<file path="config.mk">
export PLATFORM = sky130hd
export DESIGN_NAME = uart_tx_ctrl
export DESIGN_NICKNAME = d
export VERILOG_FILES = /design/src/rtl/uart_tx_ctrl_pkg.sv /design/src/rtl/uart_tx_ctrl_bit_timer.sv /design/src/rtl/uart_tx_ctrl.sv
export SDC_FILE = /design/constraint.sdc
export NUM_CORES = 1
export LEC_CHECK = 0
export BUFFER_PORTS_ARGS = -buffer_cell sky130_fd_sc_hd__buf_2
export CAP_MARGIN = 15
export CORE_ASPECT_RATIO = 1.1
export CORE_UTILIZATION = 30
export DETAILED_ROUTE_END_ITERATION = 16
export PLACE_DENSITY = 0.47
export SLEW_MARGIN = 0
export SYNTH_ARGS = -nofsm -noshare
export SYNTH_HDL_FRONTEND = slang
export SYNTH_SLANG_ARGS = --single-unit
</file>
<file path="constraint.sdc">
create_clock -name clk -period 8.4 [get_ports clk]
set_clock_uncertainty 0.05 [all_clocks]
set_input_delay 2.52 -clock clk [delete_from_list [all_inputs] [get_ports clk]]
set_output_delay 2.52 -clock clk [all_outputs]
set_load 0.005 [all_outputs]
</file>
<file path="src/rtl/uart_tx_ctrl_pkg.sv">
// Shared types, baud codes and divisor table for the UART transmit sequencer.
// Divisors are bit periods in 100 MHz clocks; codes C-F fall back to the slowest rate.
package uart_tx_ctrl_pkg;

  typedef enum logic [2:0] {
    ST_IDLE   = 3'd0,
    ST_START  = 3'd1,
    ST_DATA   = 3'd2,
    ST_PARITY = 3'd3,
    ST_STOP   = 3'd4
  } state_t;

  typedef struct packed {
    logic eight;
    logic pen;
    logic ohel;
  } fmt_t;

  localparam int TBL_W = 19;

  localparam logic [3:0] BAUD_300    = 4'h0;
  localparam logic [3:0] BAUD_1200   = 4'h1;
  localparam logic [3:0] BAUD_2400   = 4'h2;
  localparam logic [3:0] BAUD_4800   = 4'h3;
  localparam logic [3:0] BAUD_9600   = 4'h4;
  localparam logic [3:0] BAUD_19200  = 4'h5;
  localparam logic [3:0] BAUD_38400  = 4'h6;
  localparam logic [3:0] BAUD_57600  = 4'h7;
  localparam logic [3:0] BAUD_115200 = 4'h8;
  localparam logic [3:0] BAUD_230400 = 4'h9;
  localparam logic [3:0] BAUD_460800 = 4'hA;
  localparam logic [3:0] BAUD_921600 = 4'hB;

  localparam logic [TBL_W-1:0] DIV_300    = 19'd333_333;
  localparam logic [TBL_W-1:0] DIV_1200   = 19'd83_333;
  localparam logic [TBL_W-1:0] DIV_2400   = 19'd41_667;
  localparam logic [TBL_W-1:0] DIV_4800   = 19'd20_833;
  localparam logic [TBL_W-1:0] DIV_9600   = 19'd10_417;
  localparam logic [TBL_W-1:0] DIV_19200  = 19'd5_208;
  localparam logic [TBL_W-1:0] DIV_38400  = 19'd2_604;
  localparam logic [TBL_W-1:0] DIV_57600  = 19'd1_736;
  localparam logic [TBL_W-1:0] DIV_115200 = 19'd868;
  localparam logic [TBL_W-1:0] DIV_230400 = 19'd434;
  localparam logic [TBL_W-1:0] DIV_460800 = 19'd217;
  localparam logic [TBL_W-1:0] DIV_921600 = 19'd109;

  function automatic logic [TBL_W-1:0] baud_div(input logic [3:0] code);
    logic [TBL_W-1:0] d;
    case (code)
      BAUD_300:    d = DIV_300;
      BAUD_1200:   d = DIV_1200;
      BAUD_2400:   d = DIV_2400;
      BAUD_4800:   d = DIV_4800;
      BAUD_9600:   d = DIV_9600;
      BAUD_19200:  d = DIV_19200;
      BAUD_38400:  d = DIV_38400;
      BAUD_57600:  d = DIV_57600;
      BAUD_115200: d = DIV_115200;
      BAUD_230400: d = DIV_230400;
      BAUD_460800: d = DIV_460800;
      BAUD_921600: d = DIV_921600;
      default:     d = DIV_300;
    endcase
    return d;
  endfunction

  // Bit 7 only counts in 8-bit frames; odd sense inverts the even parity.
  function automatic logic calc_parity(input logic [7:0] data, input fmt_t fmt);
    logic [7:0] mask;
    mask = fmt.eight ? 8'hFF : 8'h7F;
    return (^(data & mask)) ^ fmt.ohel;
  endfunction

endpackage

</file>
<file path="src/rtl/uart_tx_ctrl_bit_timer.sv">
// Bit-period counter: counts 0..k-1, bit_end is high during the last count of each period.
// Latency: bit_end valid the same cycle count reaches k-1; no backpressure, clr holds it at zero.
module uart_bit_timer #(
  parameter int DIV_W = 19
) (
  input  logic             clk,
  input  logic             reset,
  input  logic             clr,
  input  logic [DIV_W-1:0] k,
  output logic             bit_end
);

  logic [DIV_W-1:0] count;

  assign bit_end = (count == (k - DIV_W'(1)));

  always_ff @(posedge clk) begin
    if (reset || clr) begin
      count <= '0;
    end else if (bit_end) begin
      count <= '0;
    end else begin
      count <= count + DIV_W'(1);
    end
  end

endmodule

</file>
<file path="src/rtl/uart_tx_ctrl.sv">
// UART transmit sequencer: start, 7/8 data LSB first, optional parity, one stop bit.
// Line drops one cycle after acceptance; requests while busy are dropped and flagged on tx_ovr.
module uart_tx_ctrl
  import uart_tx_ctrl_pkg::*;
#(
  parameter int DIV_W   = 19,
  parameter int SIM_DIV = 0
) (
  input  logic       clk,
  input  logic       reset,
  input  logic [3:0] baud,
  input  logic       eight,
  input  logic       pen,
  input  logic       ohel,
  input  logic       tx_start,
  input  logic [7:0] tx_data,
  output logic       tx,
  output logic       tx_rdy,
  output logic       tx_done,
  output logic       tx_ovr
);

  state_t           state, state_n;
  logic [3:0]       baud_q;
  fmt_t             fmt_q, fmt_in;
  logic             par_q;
  logic [7:0]       shreg, shreg_n;
  logic [2:0]       idx, idx_n, last_idx;
  logic             tx_n, done_n, accept;
  logic [DIV_W-1:0] k;
  logic             bit_end;

  assign fmt_in   = '{eight: eight, pen: pen, ohel: ohel};
  assign last_idx = fmt_q.eight ? 3'd7 : 3'd6;

  always_comb begin
    if (SIM_DIV != 0) begin
      k = DIV_W'(SIM_DIV);
    end else begin
      k = DIV_W'(baud_div(baud_q));
    end
  end

  // Held in clear while idle so the start bit always gets a full k cycles.
  uart_bit_timer #(.DIV_W(DIV_W)) u_timer (
    .clk     (clk),
    .reset   (reset),
    .clr     (state == ST_IDLE),
    .k       (k),
    .bit_end (bit_end)
  );

  // tx_n is the line value for the cycle after the edge, so tx stays registered.
  always_comb begin
    state_n = state;
    tx_n    = 1'b1;
    done_n  = 1'b0;
    shreg_n = shreg;
    idx_n   = idx;
    accept  = 1'b0;
    case (state)
      ST_IDLE: begin
        if (tx_start) begin
          accept  = 1'b1;
          state_n = ST_START;
          tx_n    = 1'b0;
          shreg_n = tx_data;
          idx_n   = 3'd0;
        end
      end
      ST_START: begin
        tx_n = 1'b0;
        if (bit_end) begin
          state_n = ST_DATA;
          tx_n    = shreg[0];
        end
      end
      ST_DATA: begin
        tx_n = shreg[0];
        if (bit_end) begin
          shreg_n = {1'b0, shreg[7:1]};
          if (idx == last_idx) begin
            idx_n = 3'd0;
            if (fmt_q.pen) begin
              state_n = ST_PARITY;
              tx_n    = par_q;
            end else begin
              state_n = ST_STOP;
              tx_n    = 1'b1;
            end
          end else begin
            idx_n = idx + 3'd1;
            tx_n  = shreg[1];
          end
        end
      end
      ST_PARITY: begin
        tx_n = par_q;
        if (bit_end) begin
          state_n = ST_STOP;
          tx_n    = 1'b1;
        end
      end
      ST_STOP: begin
        tx_n = 1'b1;
        if (bit_end) begin
          state_n = ST_IDLE;
          done_n  = 1'b1;
        end
      end
      default: begin
        state_n = ST_IDLE;
        tx_n    = 1'b1;
      end
    endcase
  end

  always_ff @(posedge clk) begin
    if (reset) begin
      state   <= ST_IDLE;
      tx      <= 1'b1;
      tx_rdy  <= 1'b1;
      tx_done <= 1'b0;
      tx_ovr  <= 1'b0;
      shreg   <= '0;
      idx     <= '0;
      par_q   <= 1'b0;
      fmt_q   <= '0;
      baud_q  <= '0;
    end else begin
      state   <= state_n;
      tx      <= tx_n;
      tx_rdy  <= (state_n == ST_IDLE);
      tx_done <= done_n;
      tx_ovr  <= tx_start & ~tx_rdy;
      shreg   <= shreg_n;
      idx     <= idx_n;
      if (accept) begin
        fmt_q <= fmt_in;
        par_q <= calc_parity(tx_data, fmt_in);
      end
      // Rate is frozen for the whole frame; only idle cycles resample the code.
      if (state == ST_IDLE) begin
        baud_q <= baud;
      end
    end
  end

endmodule
</file>
; After elaboration in Yosys (flattened, before gate mapping)
; Memory sizes are Yosys's and may differ from the RTL's. A register that Yosys moved wholly into a read port is not among the register bits.
; Cells that the tools add are included.
[word_totals]
register_bits = 44
mem_bits_ro = 288
out_inout_bits = 4
elab_cells = 66
n_memories = 1
[memory_table]
columns = name, words, width, rd, rd_ports_with_merged_regs, wr, line
row1 = (no name shown), 16, 18, 1, 1, 0, uart_tx_ctrl_pkg.sv:49  ; case (code)
[op_classes]
add_sub_neg = 3
n_eq_ne = 8
n_mux = 29
n_bitwise = 5
n_reduce_logical = 8
[ops]
columns = cell, n
row1 = 2-to-1 mux 3 bit, 10
row2 = 2-to-1 mux 8 bit, 3
row3 = "adder 19 x 1 -> 19 bit, second input constant", 1
row4 = equality test 19 bit, 1
row5 = "subtractor 19 x 1 -> 19 bit, second input constant", 1
row6 = one-hot mux 8 bit (2 select lines), 1
row7 = one-hot mux 3 bit (5 select lines), 1
row8 = 2-to-1 mux 1 bit, 10
row9 = AND 8 bit, 1
row10 = 2-to-1 mux 4 bit, 2
row11 = XOR reduction 8 bit, 1
row12 = "equality test 3 x 2 -> 1 bit, second input constant", 2
row13 = logical NOT 3 bit, 2
row14 = one-hot mux 3 bit (2 select lines), 1
row15 = "!= test 2 bit, second input constant", 2
row16 = one-hot mux 1 bit (4 select lines), 1
row17 = OR reduction 2 bit, 2
row18 = "adder 3 x 1 -> 3 bit, second input constant", 1
row19 = "equality test 3 x 1 -> 1 bit, second input constant", 1
row20 = equality test 3 bit, 1
row21 = "equality test 3 bit, second input constant", 1
row22 = AND reduction 3 bit, 1
row23 = inverter 1 bit, 2
row24 = nonzero test 2 bit, 1
row25 = 3 further kinds, 3

; Logic depth before layout (Yosys ltp)
; Gate-level depths: netlist of the first run.
[depth]
depth_word = 6
ltp_mapped = 14

; Modules after synthesis
; From an unflattened synthesis of the first run, not the netlist that was laid out.
[hier_totals]
cells_unflattened = 397
area_unflattened_um2 = 3549.7
[modules_own_cells]
columns = module, n_inst, cells_per_inst, area_per_inst_um2
row1 = uart_tx_ctrl, 1, 219, 2088.3
row2 = uart_bit_timer, 1, 178, 1461.4

; Worst setup path after synthesis of the first run
; No wires, ideal clock.
[synth_timing]
path_type = input-to-reg
from = in baud[1]
to = reg, netlist name k[5]
setup_time_ns = 0.133
arrival_time_ns = 3.591
slack_ns = 4.626
path_stages = 8
path_cell_list = mux2i_1 > or2_2 > clkbuf_1 > inv_1 > ha_1 > nor2_1 > a21oi_1 > o22ai_1
[synth_between]
elab_chain_len = 2
[synth_rtl]
columns = item, line
row1 = start: declaration, uart_tx_ctrl.sv:11  ; input logic [3:0] baud,
row2 = 2-to-1 mux 4 bit (no line) (2 in series), --
; No other way between the ends.
; A chain may end at the register's enable or synchronous reset.

; Worst setup path after layout of the first run
[layout_timing]
from = in reset
to = reg, netlist name k[0]
[layout_between]
elab_chain_len = 1
[layout_rtl]
columns = item, line
row1 = start: declaration, uart_tx_ctrl.sv:10  ; input logic reset,
row2 = 2-to-1 mux 4 bit (no line), --
; No other way between the ends.

==> results of run 1 <==
==> synth_stat cells, types with 4 or more instances <==
cell	count	area, µm²
nand3_1	18	90.09
and3_1	5	31.28
dfxtp_1	62	1241
inv_1	15	56.30
nand4_1	14	87.58
nor2_1	48	180.2
or2_2	7	43.79
nand2_1	33	123.9
a21oi_1	16	80.08
nand2b_1	4	25.02
mux2i_1	15	150.1
xor2_1	21	183.9
xnor2_1	29	254.0
nor3b_1	5	37.54
nor3_1	15	75.07
ha_1	7	87.58
clkbuf_1	12	45.04
o21ai_0	8	40.04
nor4_1	4	25.02
o31ai_1	9	67.56
==> metrics by stage <==
step / cell area [µm²] / total power [µW] / hold WS (ps) / setup WS [ps]
2_1_floorplan: 3426 / 417.2 / 365.0 / 4626
3_3_place_gp: 3638 / 448.7 / 380.3 / 4206
3_5_place_dp: 3638 / 448.6 / 379.8 / 4211
4_1_cts: 3948 / 830.2 / 386.9 / 4564
5_1_grt: 3948 / 860.8 / 411.5 / 4436
6_report: 3948 / 820.8 / 380.0 / 4515
==> metal layers <==
metal  part of all wire  wire [µm]  track usage  vias to the layer above
met3              0.035        289      0.04326                       12
met4              0.021        170      0.06381                        0
met2               0.47       3855       0.2369                       52
met1               0.47       3885       0.1879                     1315
li1                   -          -            -                     1457
met5                  0          0            0                        -
==> state kept, by name (all words and copies together) (netlist names) <==
| register | flops |
|---|---|
| baud_q | 4 |
| fmt_q | 2 |
| idx | 3 |
| k | 18 |
| par_q | 1 |
| shreg | 8 |
| state | 3 |
| tx | 1 |
| tx_done | 1 |
| tx_ovr | 1 |
| tx_rdy | 1 |
| u_timer.count | 19 |
==> power breakdown <==
part           total (µW)  switching [µW]  internal (µW)
clock                 378             133            245
combinational         110            63.1           46.9
sequential            332            20.6            312
==> kinds of logic after synthesis <==
group	share of synthesized area
adder cells (fa/ha/maj)	0.02556
buffers and inverters	0.04236
flip-flops	0.3623
AND/OR/NAND/NOR	0.2641
AO/OA/AOI/OAI	0.1340
XOR/XNOR	0.1278
multiplexers	0.04383
==> final timing paths <==
| path | cells past startpoint | startpoint | slack (ps) | endpoint |
|---|---|---|---|---|
| setup / recovery | 5 | reset | 4510 | k[0] |
| hold / removal | 1 | tx_rdy | 380 | tx_ovr |
| setup reg to reg | 10 | k[0] | 4700 | idx[0] |
| hold reg to reg | 1 | tx_rdy | 380 | tx_ovr |
==> cell usage in the layout (no fill, tap or decap), types with 2 or more instances in the layout <==
cell type / count
a21o_1: 3
a21oi_1: 16
a31oi_1: 3
and2_1: 3
and3_1: 5
buf_2: 21
clkbuf_16: 9
clkbuf_8: 2
clkinv_2: 2
dfxtp_1: 62
ha_1: 7
inv_1: 15
mux2i_1: 15
nand2_1: 33
nand2b_1: 4
nand3_1: 18
nand3b_1: 2
nand4_1: 14
nor2_1: 48
nor2b_1: 2
nor3_1: 15
nor3b_1: 4
nor4_1: 4
nor4_2: 2
o211a_1: 2
o21ai_0: 8
o21bai_1: 2
o22a_1: 3
o22ai_1: 2
o31a_1: 2
o31ai_1: 9
o32ai_1: 2
or2_2: 7
or3_1: 2
or4_1: 2
xnor2_1: 29
xor2_1: 21
==> area by class of cell <==
class	count	area, µm²
Fill cell	1167	7063
Sequential cell	62	1241
Inverter	15	56.30
Tap cell	147	183.9
Multi-Input combinational cell	310	2044
Clock inverter	5	56.30
Clock buffer	11	252.7
Timing Repair Buffer	22	112.6
==> metrics.csv, run 1 <==
stage,metric,value,unit
status,outcome,finished clean,
floorplan,Die Y-Extent,114.1,µm
drt,per-cell via count in the routed design,4.958,
clocking,# resized after CTS,0,
critical_path,biggest fanout along the worst timing path,26,
timing,final count of negative-setup-slack endpoints,0,
floorplan,site row count,40,
timing,period utilization,0.4626,
cells_and_area,area added between synthesis and finish,15.23,%
cells_and_area,utilization after layout,0.3585,
synthesis,Ys Warns,0,
critical_path,critical path's slowest cell,or2_2,
cells_and_area,layout cells sized above 1,0.1365,
critical_path,critical path capture point type,register,
timing,clock period minus worst slack,3885,ps
floorplan,Die Footprint,11850,µm²
synthesis,total nets after synthesis,430,
timing,worst max-slew margin expressed relative to the limit,0.3045,
drt,number of nets with antenna violations after routing,0,
timing,max-slew violation total from the final report,0,
global_route,maximum number of pins on one net before global-route repair,27,
critical_path,signal arrival time at the worst endpoint,4060,ps
synthesis,register bit count reported by yosys,62,
timing,maximum clock rate,257.4,MHz
critical_path,category of the most critical setup path,input pin to register,
global_route,overflow left after global routing,0,
flow_run,max-cap check violation count,0,
timing,setup total negative slack,0,ps
synthesis,number of distinct library cell variants in the gate-level netlist after synthesis,58,
synthesis,fraction of the yosys area taken by sequential cells,0.3623,
floorplan,top-level port count,22,
synthesis,Post-synth EDFFs,0,
floorplan,die extent in x,103.9,µm
power,Leakage Power,0.001500,µW
clocking,clock latency reported for the late side of the worst-skew pair,330,ps
place,total instance count after detailed placement,556,
drt,Pre-antenna DRT Iters,4,
timing,"Hold Vio Cnt, Final",0,
place,gpl congestion,0.8465,
floorplan,initial core utilization,0.3111,
critical_path,series of cell instances along the critical path,buf_2 > or2_2 > inv_1 > nand2_1 > o22a_1,
cells_and_area,Antenna Diode Count,0,
power,maximum VDD drop,0.1160,mV
place,placed wire-length estimate,6080,µm
global_route,wire length of the first global-routing pass,13780,µm
floorplan,area inside the core boundary,11010,µm²
clocking,TritonCTS clock tree,yes,
drt,post-route DRC violation count,0,
critical_path,CP max stage delay,420,ps
power,ratio of total power to cell area,207.9,nW/µm²
critical_path,Worst setup SP type,input pin,
timing,Worst Max-Slew Pin Slew,1039,ps
hold_path,worst hold path type,register to register,
critical_path,data required time at the worst endpoint,8570,ps
cells_and_area,Final nets,445,
global_route,number of antenna violations at the first check in global routing,0,
place,number of port buffers,21,
clocking,worst-case clock buffer depth,2,
cells_and_area,final instance count without filler cells,572,
drt,Total Routed Length,8200,µm
critical_path,CP bufs+invs,2,
clocking,number of buffers added by the clock tree synthesis step,9,
drt,Iter 0 DRT Violations,165,
synthesis,dominant synthesized flop cell,dfxtp_1,
clocking,Clock transition at path regs,50,ps
synthesis,Mapped Cells,405,
critical_path,Crit path max-delay family,simple AND/OR/NAND/NOR gates,
clocking,total clock sinks,62,
clocking,post-cts hold buffer count,0,
synthesis,Avg Inst Size Synth,8.459,µm²
drt,Vias,2836,
global_route,number of global-route vias before repair,2729,
synthesis,netlist area before placement,3426,µm²
clocking,post-CTS setup buffer count,0,
clocking,H-tree Lvls,3,
global_route,global-route usage over all layers,0.1487,
synthesis,share of flip-flops with an asynchronous set or reset,0,
timing,setup repair after global routing missed its margin,no,
clocking,Root Driver,clkbuf_16,
drt,Wirelength per Cell,14.34,µm
Power figures use the tool's default switching activity.
==> inputs of run 2 (changes only) <==
- clock period: 8.4 -> 4.05 ns (I/O delays scaled with it)
==> run 2 against run 1 <==
  * Die area unchanged
  * Register-to-register slack worse by 4100 ps
  * Non-clock buffer count grew 2
  * Combinational power increased by 110%
  * Worst hold slack worse by 31 ps
  * Global-route usage decreased by 0.53 points
  * Sequential power grew 110%
  * Critical path type is now register to register
  * Critical endpoint is now u_timer.count[15]
  * Highest routed layer unchanged
==> metrics.csv, run 2 (synthesis gave the netlist of run 1 again) <==
stage,metric,value,unit
floorplan,initial core utilization,0.3111,
critical_path,Crit path max-delay family,simple AND/OR/NAND/NOR gates,
global_route,met3 demand-to-capacity share in global routing,0.03244,
critical_path,Worst setup SP type,register,
clocking,H-tree Lvls,3,
drt,number of nets with antenna violations after routing,0,
global_route,maximum number of pins on one net before global-route repair,27,
place,gpl congestion,0.8344,
drt,per-cell via count in the routed design,4.958,
global_route,global routing usage on met2,0.2249,
critical_path,CP bufs+invs,1,
global_route,GR Layer Usage met1,0.1863,
status,outcome,finished clean,
drt,Wirelength per Cell,14.01,µm
clocking,number of buffers added by the clock tree synthesis step,9,
drt,Vias,2846,
timing,clock period minus worst slack,3487,ps
timing,period utilization,0.8610,
power,Leakage Power,0.001512,µW
critical_path,critical path capture point type,register,
critical_path,signal arrival time at the worst endpoint,3630,ps
timing,worst max-slew margin expressed relative to the limit,0.5399,
cells_and_area,Antenna Diode Count,0,
clocking,Root Driver,clkbuf_16,
timing,maximum clock rate,286.8,MHz
hold_path,worst hold path type,register to register,
clocking,Clock transition at path regs,50,ps
timing,"Hold Vio Cnt, Final",0,
global_route,number of antenna violations at the first check in global routing,0,
critical_path,CP max stage delay,650,ps
timing,max-slew violation total from the final report,0,
critical_path,critical path's slowest cell,or4b_1,
floorplan,Die Y-Extent,114.1,µm
global_route,wire length of the first global-routing pass,13300,µm
cells_and_area,layout cells sized above 1,0.1405,
timing,setup repair after global routing missed its margin,no,
cells_and_area,Biggest register,u_timer.count,
global_route,global-route usage over all layers,0.1434,
floorplan,site row count,40,
timing,final count of negative-setup-slack endpoints,0,
floorplan,die extent in x,103.9,µm
critical_path,category of the most critical setup path,register to register,
timing,setup total negative slack,0,ps
cells_and_area,most frequent cells in the layout,"dfxtp_1 (62), nor2_1 (48), nand2_1 (33)",
drt,Total Routed Length,8044,µm
place,placed wire-length estimate,5981,µm
drt,Iter 0 DRT Violations,128,
critical_path,biggest fanout along the worst timing path,19,
global_route,overflow left after global routing,0,
cells_and_area,Filler Cells Inserted,1166,
timing,Worst Max-Slew Pin Slew,690.1,ps
place,placed cell area,3654,µm²
clocking,total clock sinks,62,
clocking,clock latency reported for the late side of the worst-skew pair,340,ps
drt,post-route DRC violation count,0,
clocking,worst-case clock buffer depth,2,
floorplan,Die Footprint,11850,µm²
floorplan,top-level port count,22,
clocking,# resized after CTS,0,
cells_and_area,Final nets,447,
critical_path,data required time at the worst endpoint,4200,ps
power,ratio of total power to cell area,438.2,nW/µm²
cells_and_area,area of all placed cells without fillers,3978,µm²
critical_path,series of cell instances along the critical path,inv_1 > ha_1 > or4b_1 > xnor2_1 > o22a_1 > o32ai_1 > and4_4 > and2_1 > or3_1 > nor2_1,
cells_and_area,most common library cell in the layout ignoring fill and taps,dfxtp_1,
global_route,number of global-route vias before repair,2688,
global_route,busiest layer in global routing,met2,
clocking,TritonCTS clock tree,yes,
clocking,post-CTS setup buffer count,0,
cells_and_area,number of flip-flops under the largest register name,19,
cells_and_area,area added between synthesis and finish,16.11,%
clocking,post-cts hold buffer count,0,
flow_run,max-cap check violation count,0,
drt,Pre-antenna DRT Iters,4,
place,number of port buffers,21,
power,maximum VDD drop,0.2162,mV
floorplan,area inside the core boundary,11010,µm²
-- run 2: cell count changes in the layout (fill, tap and decap cells not counted), sizes merged --
cell	previous run	this run
buf	22	24
inv	16	15
clkbuf	11	10
bufinv	1	2
clkinvlp	1	2
-- run 2: area by class of cell --
| type | count | area, µm² | share of cell area |
|---|---|---|---|
| clock inverters | 6 | 85.08 | 0.02139 |
| clock buffers | 10 | 239.0 | 0.06008 |
| flip-flops and latches | 62 | 1241 | 0.3120 |
| well taps | 147 | 183.9 | 0.04624 |
| multi-input cells | 310 | 2044 | 0.5140 |
| repair buffers | 24 | 127.6 | 0.03209 |
| inverters | 15 | 56.30 | 0.01416 |
-- run 2: layer usage --
metal / vias to the layer above / share of wire
met1: 1329 / 0.49
met3: 15 / 0.032
met5: - / 0
met2: 41 / 0.46
li1: 1461 / -
met4: 0 / 0.019
-- run 2: stage by stage --
step	instances	utilization	power [µW]	hold slack (ps)	setup WS, ps
4_1_cts	574	0.3613	1763	350.5	499.1
3_3_place_gp	558	0.3318	927.5	344.5	622.8
6_report	574	0.3613	1743	348.6	562.9
3_5_place_dp	558	0.3318	928.8	342.1	505.5
5_1_grt	574	0.3613	1819	374.0	277.8
2_1_floorplan	405	-	865.2	365.0	1153
-- run 2: where the power goes --
part | internal, µW | switching [µW] | total (µW)
logic | 98.2 | 131 | 229
clock network | 552 | 275 | 827
registers | 647 | 39.9 | 687
-- run 2: worst reg2reg max path, cell delays in order (launching register included) --
cell and delay, ps:
dfxtp_1 340, inv_1 70, ha_1 240, or4b_1 650, xnor2_1 200, o22a_1 220
o32ai_1 240, and4_4 330, and2_1 290, or3_1 610, nor2_1 110
-- run 2: path summary, 6_finish.rpt --
check | startpoint | end | slack, ps | depth (start not counted)
max | k[0] | u_timer.count[15] | 560 | 10
min | tx_rdy | tx_ovr | 350 | 1
max reg2reg | k[0] | u_timer.count[15] | 560 | 10
min reg2reg | tx_rdy | tx_ovr | 350 | 1
==> inputs of run 3 (changes only) <==
- SLEW_MARGIN: 0 -> default
- SYNTH_HIERARCHICAL: default -> 1
==> run 3 against run 2 <==
  * Worst hold slack gained 25 ps
  * Global-route usage shrank 0.39 points
  * Count of clock-buffer cells in the layout did not move
  * Non-clock buffer count decreased by 2
  * First-iteration DRC count fell by 35%
  * Sequential share of layout area shrank 0.74 points
  * Via count decreased by 1.2%
  * Critical endpoint is now idx[1]
==> metrics.csv, run 3 <==
stage,metric,value,unit
status,outcome,finished clean,
floorplan,Die Y-Extent,116.1,µm
drt,per-cell via count in the routed design,4.951,
critical_path,"most used cell, CP",mux2i_1,
cells_and_area,Biggest register,u_timer/count,
timing,Worst Max-Slew Pin Slew,991.3,ps
synthesis,register bit count reported by yosys,62,
drt,post-route DRC violation count,0,
synthesis,cell with the most instances after synthesis,dfxtp_1,
floorplan,area inside the core boundary,11490,µm²
timing,"Hold Vio Cnt, Final",0,
timing,setup total negative slack,0,ps
global_route,number of global-route vias before repair,2752,
timing,clock period minus worst slack,3573,ps
global_route,wire length of the first global-routing pass,13460,µm
floorplan,initial core utilization,0.3089,
drt,number of nets with antenna violations after routing,0,
clocking,worst-case clock buffer depth,2,
clocking,total clock sinks,62,
critical_path,CP max stage delay,570,ps
timing,maximum clock rate,279.8,MHz
synthesis,dominant synthesized flop cell,dfxtp_1,
place,number of port buffers,21,
clocking,clock latency reported for the late side of the worst-skew pair,330,ps
synthesis,netlist area before placement,3550,µm²
flow_run,max-cap check violation count,0,
cells_and_area,area of all placed cells without fillers,4074,µm²
timing,setup repair after global routing missed its margin,no,
drt,Wirelength per Cell,13.96,µm
cells_and_area,most common library cell in the layout ignoring fill and taps,dfxtp_1,
clocking,Clock transition at path regs,50,ps
synthesis,area share of the leading cell type in the synthesized netlist,0.3497,
power,ratio of total power to cell area,434.4,nW/µm²
floorplan,top-level port count,22,
power,Leakage Power,0.001510,µW
clocking,number of buffers added by the clock tree synthesis step,9,
timing,period utilization,0.8823,
synthesis,fraction of the yosys area taken by sequential cells,0.3497,
global_route,busiest layer in global routing,met2,
synthesis,Post-synth EDFFs,0,
synthesis,number of distinct library cell variants in the gate-level netlist after synthesis,72,
global_route,overflow left after global routing,0,
cells_and_area,layout cells sized above 1,0.1555,
synthesis,share of flip-flops with an asynchronous set or reset,0,
clocking,# resized after CTS,0,
critical_path,Worst setup SP type,register,
timing,max-slew violation total from the final report,0,
critical_path,critical path capture point type,register,
global_route,GR Layer Usage met1,0.1699,
cells_and_area,Antenna Diode Count,0,
clocking,post-CTS setup buffer count,0,
timing,final count of negative-setup-slack endpoints,0,
critical_path,series of cell instances along the critical path,inv_1 > ha_1 > nor4b_2 > nand3_1 > o31a_1 > a2111o_1 > nor3_1 > buf_4 > mux2i_1 > nor3_4 > mux2i_1 > nor2_1,
critical_path,signal arrival time at the worst endpoint,3740,ps
cells_and_area,area added between synthesis and finish,14.77,%
floorplan,site row count,41,
cells_and_area,most frequent cells in the layout,"dfxtp_1 (62), nor2_1 (52), xnor2_1 (28)",
floorplan,Die Footprint,12270,µm²
cells_and_area,Final nets,438,
critical_path,data required time at the worst endpoint,4220,ps
global_route,global-route usage over all layers,0.1396,
global_route,met3 demand-to-capacity share in global routing,0.02643,
timing,worst max-slew margin expressed relative to the limit,0.3363,
synthesis,most area-hungry cell type in the Yosys netlist,dfxtp_1,
clocking,Root Driver,clkbuf_16,
critical_path,origin of the worst setup path,k[0],
global_route,global routing usage on met2,0.2440,
synthesis,Avg Inst Size Synth,8.941,µm²
critical_path,biggest fanout along the worst timing path,17,
hold_path,Hold Path Origin,tx_rdy,
critical_path,critical path's slowest cell,nor3_4,
synthesis,leading cell types by total area after synthesis,"dfxtp_1 (35%), xnor2_1 (6.9%), nor2_1 (5.5%), xor2_1 (4.9%), mux2i_1 (3.7%)",
clocking,TritonCTS clock tree,yes,
global_route,maximum number of pins on one net before global-route repair,29,
drt,Iter 0 DRT Violations,83,
place,placed cell area,3741,µm²
synthesis,Ys Warns,6,
power,maximum VDD drop,0.1948,mV
clocking,post-cts hold buffer count,0,
drt,Vias,2812,
synthesis,Mapped Cells,397,
critical_path,worst reg2reg path startpoint,k[0],
drt,Pre-antenna DRT Iters,6,
clocking,H-tree Lvls,3,
drt,Total Routed Length,7929,µm
global_route,number of antenna violations at the first check in global routing,0,
cells_and_area,number of flip-flops under the largest register name,19,
synthesis,commonest cells in the synthesized netlist,"dfxtp_1 (62), nor2_1 (52), xnor2_1 (28)",
place,placed wire-length estimate,5746,µm
critical_path,category of the most critical setup path,register to register,
floorplan,die extent in x,105.7,µm
hold_path,worst hold path type,register to register,
place,gpl congestion,0.8287,
[run 3: cell count changes after synthesis, sizes merged, moves of 4 or more]
cell     previous run  this run
a211oi              1         7
a21oi              16        11
nand4              14         4
nand2              33        28
a2bb2oi             1         5
buf                 6        13
or2                 7         2
nor3               15         9
nor2b               2         7
o22ai               2         6
clkbuf             12         5
[run 3: path summary, 6_finish.rpt]
| kind | to | slack, ps | cells after the start |
|---|---|---|---|
| max | idx[1] | 480 | 12 |
| min | tx_ovr | 370 | 1 |
| max reg2reg | idx[1] | 480 | 12 |
| min reg2reg | tx_ovr | 370 | 1 |
[run 3: layer usage]
metal,routed length (µm),vias to the layer above,share of wire
li1,-,1430,-
met1,3678,1310,0.46
met2,3881,56,0.49
met3,221,16,0.028
met4,147,0,0.019
met5,0,-,0
[run 3: where the power goes]
group	leakage [µW]	switching, µW	internal, µW
clock	0.000159	290	559
sequential	0.000509	45.0	648
combinational	0.000842	123	104
total	0.00151	458	1310
[run 3: layout make-up]
class,count,area [µm²]
Clock buffer,10,239.0
Sequential cell,62,1241
Timing Repair Buffer,22,112.6
Multi-Input combinational cell,304,2146
Inverter,14,53.80
Clock inverter,6,93.84
Tap cell,150,187.7
Fill cell,1199,7417
[run 3: cell families (layout without fill, tap and decap cells)]
group / count (synthesis) / after routing / share of synthesized area
AOI/OAI and AO/OA: 75 / 75 / 0.1664
xor gates and xnor gates: 49 / 49 / 0.1248
adders and majority gates: 7 / 7 / 0.02467
buffers and inverters: 32 / 52 / 0.04829
DFF: 62 / 62 / 0.3497
muxes: 14 / 14 / 0.03983
other: 1 / 2 / 0.001056
and+or+nand+nor: 157 / 157 / 0.2453
[run 3: worst max-delay path: cells and delay by family, from the launching register on]
family,cells,cell delay [ps]
adders and majority gates,1,240
muxes,2,390
and+or+nand+nor,5,1420
AOI/OAI and AO/OA,2,760
buffers and inverters,2,280
DFF,1,330
[run 3: through the flow]
| stage | power [µW] | cells | hold WS (ps) | utilization | setup slack [ps] |
|---|---|---|---|---|---|
| floorplan | 877.8 | 398 | 371.3 | - | 1042 |
| global placement | 933.2 | 552 | 361.7 | 0.3256 | 621.4 |
| CTS | 1795 | 568 | 376.2 | 0.3545 | 466.5 |
| detailed placement | 933.1 | 552 | 355.6 | 0.3256 | 486.4 |
| finish | 1770 | 568 | 373.5 | 0.3545 | 476.6 |
| global route | 1850 | 568 | 385.7 | 0.3545 | 136.2 |
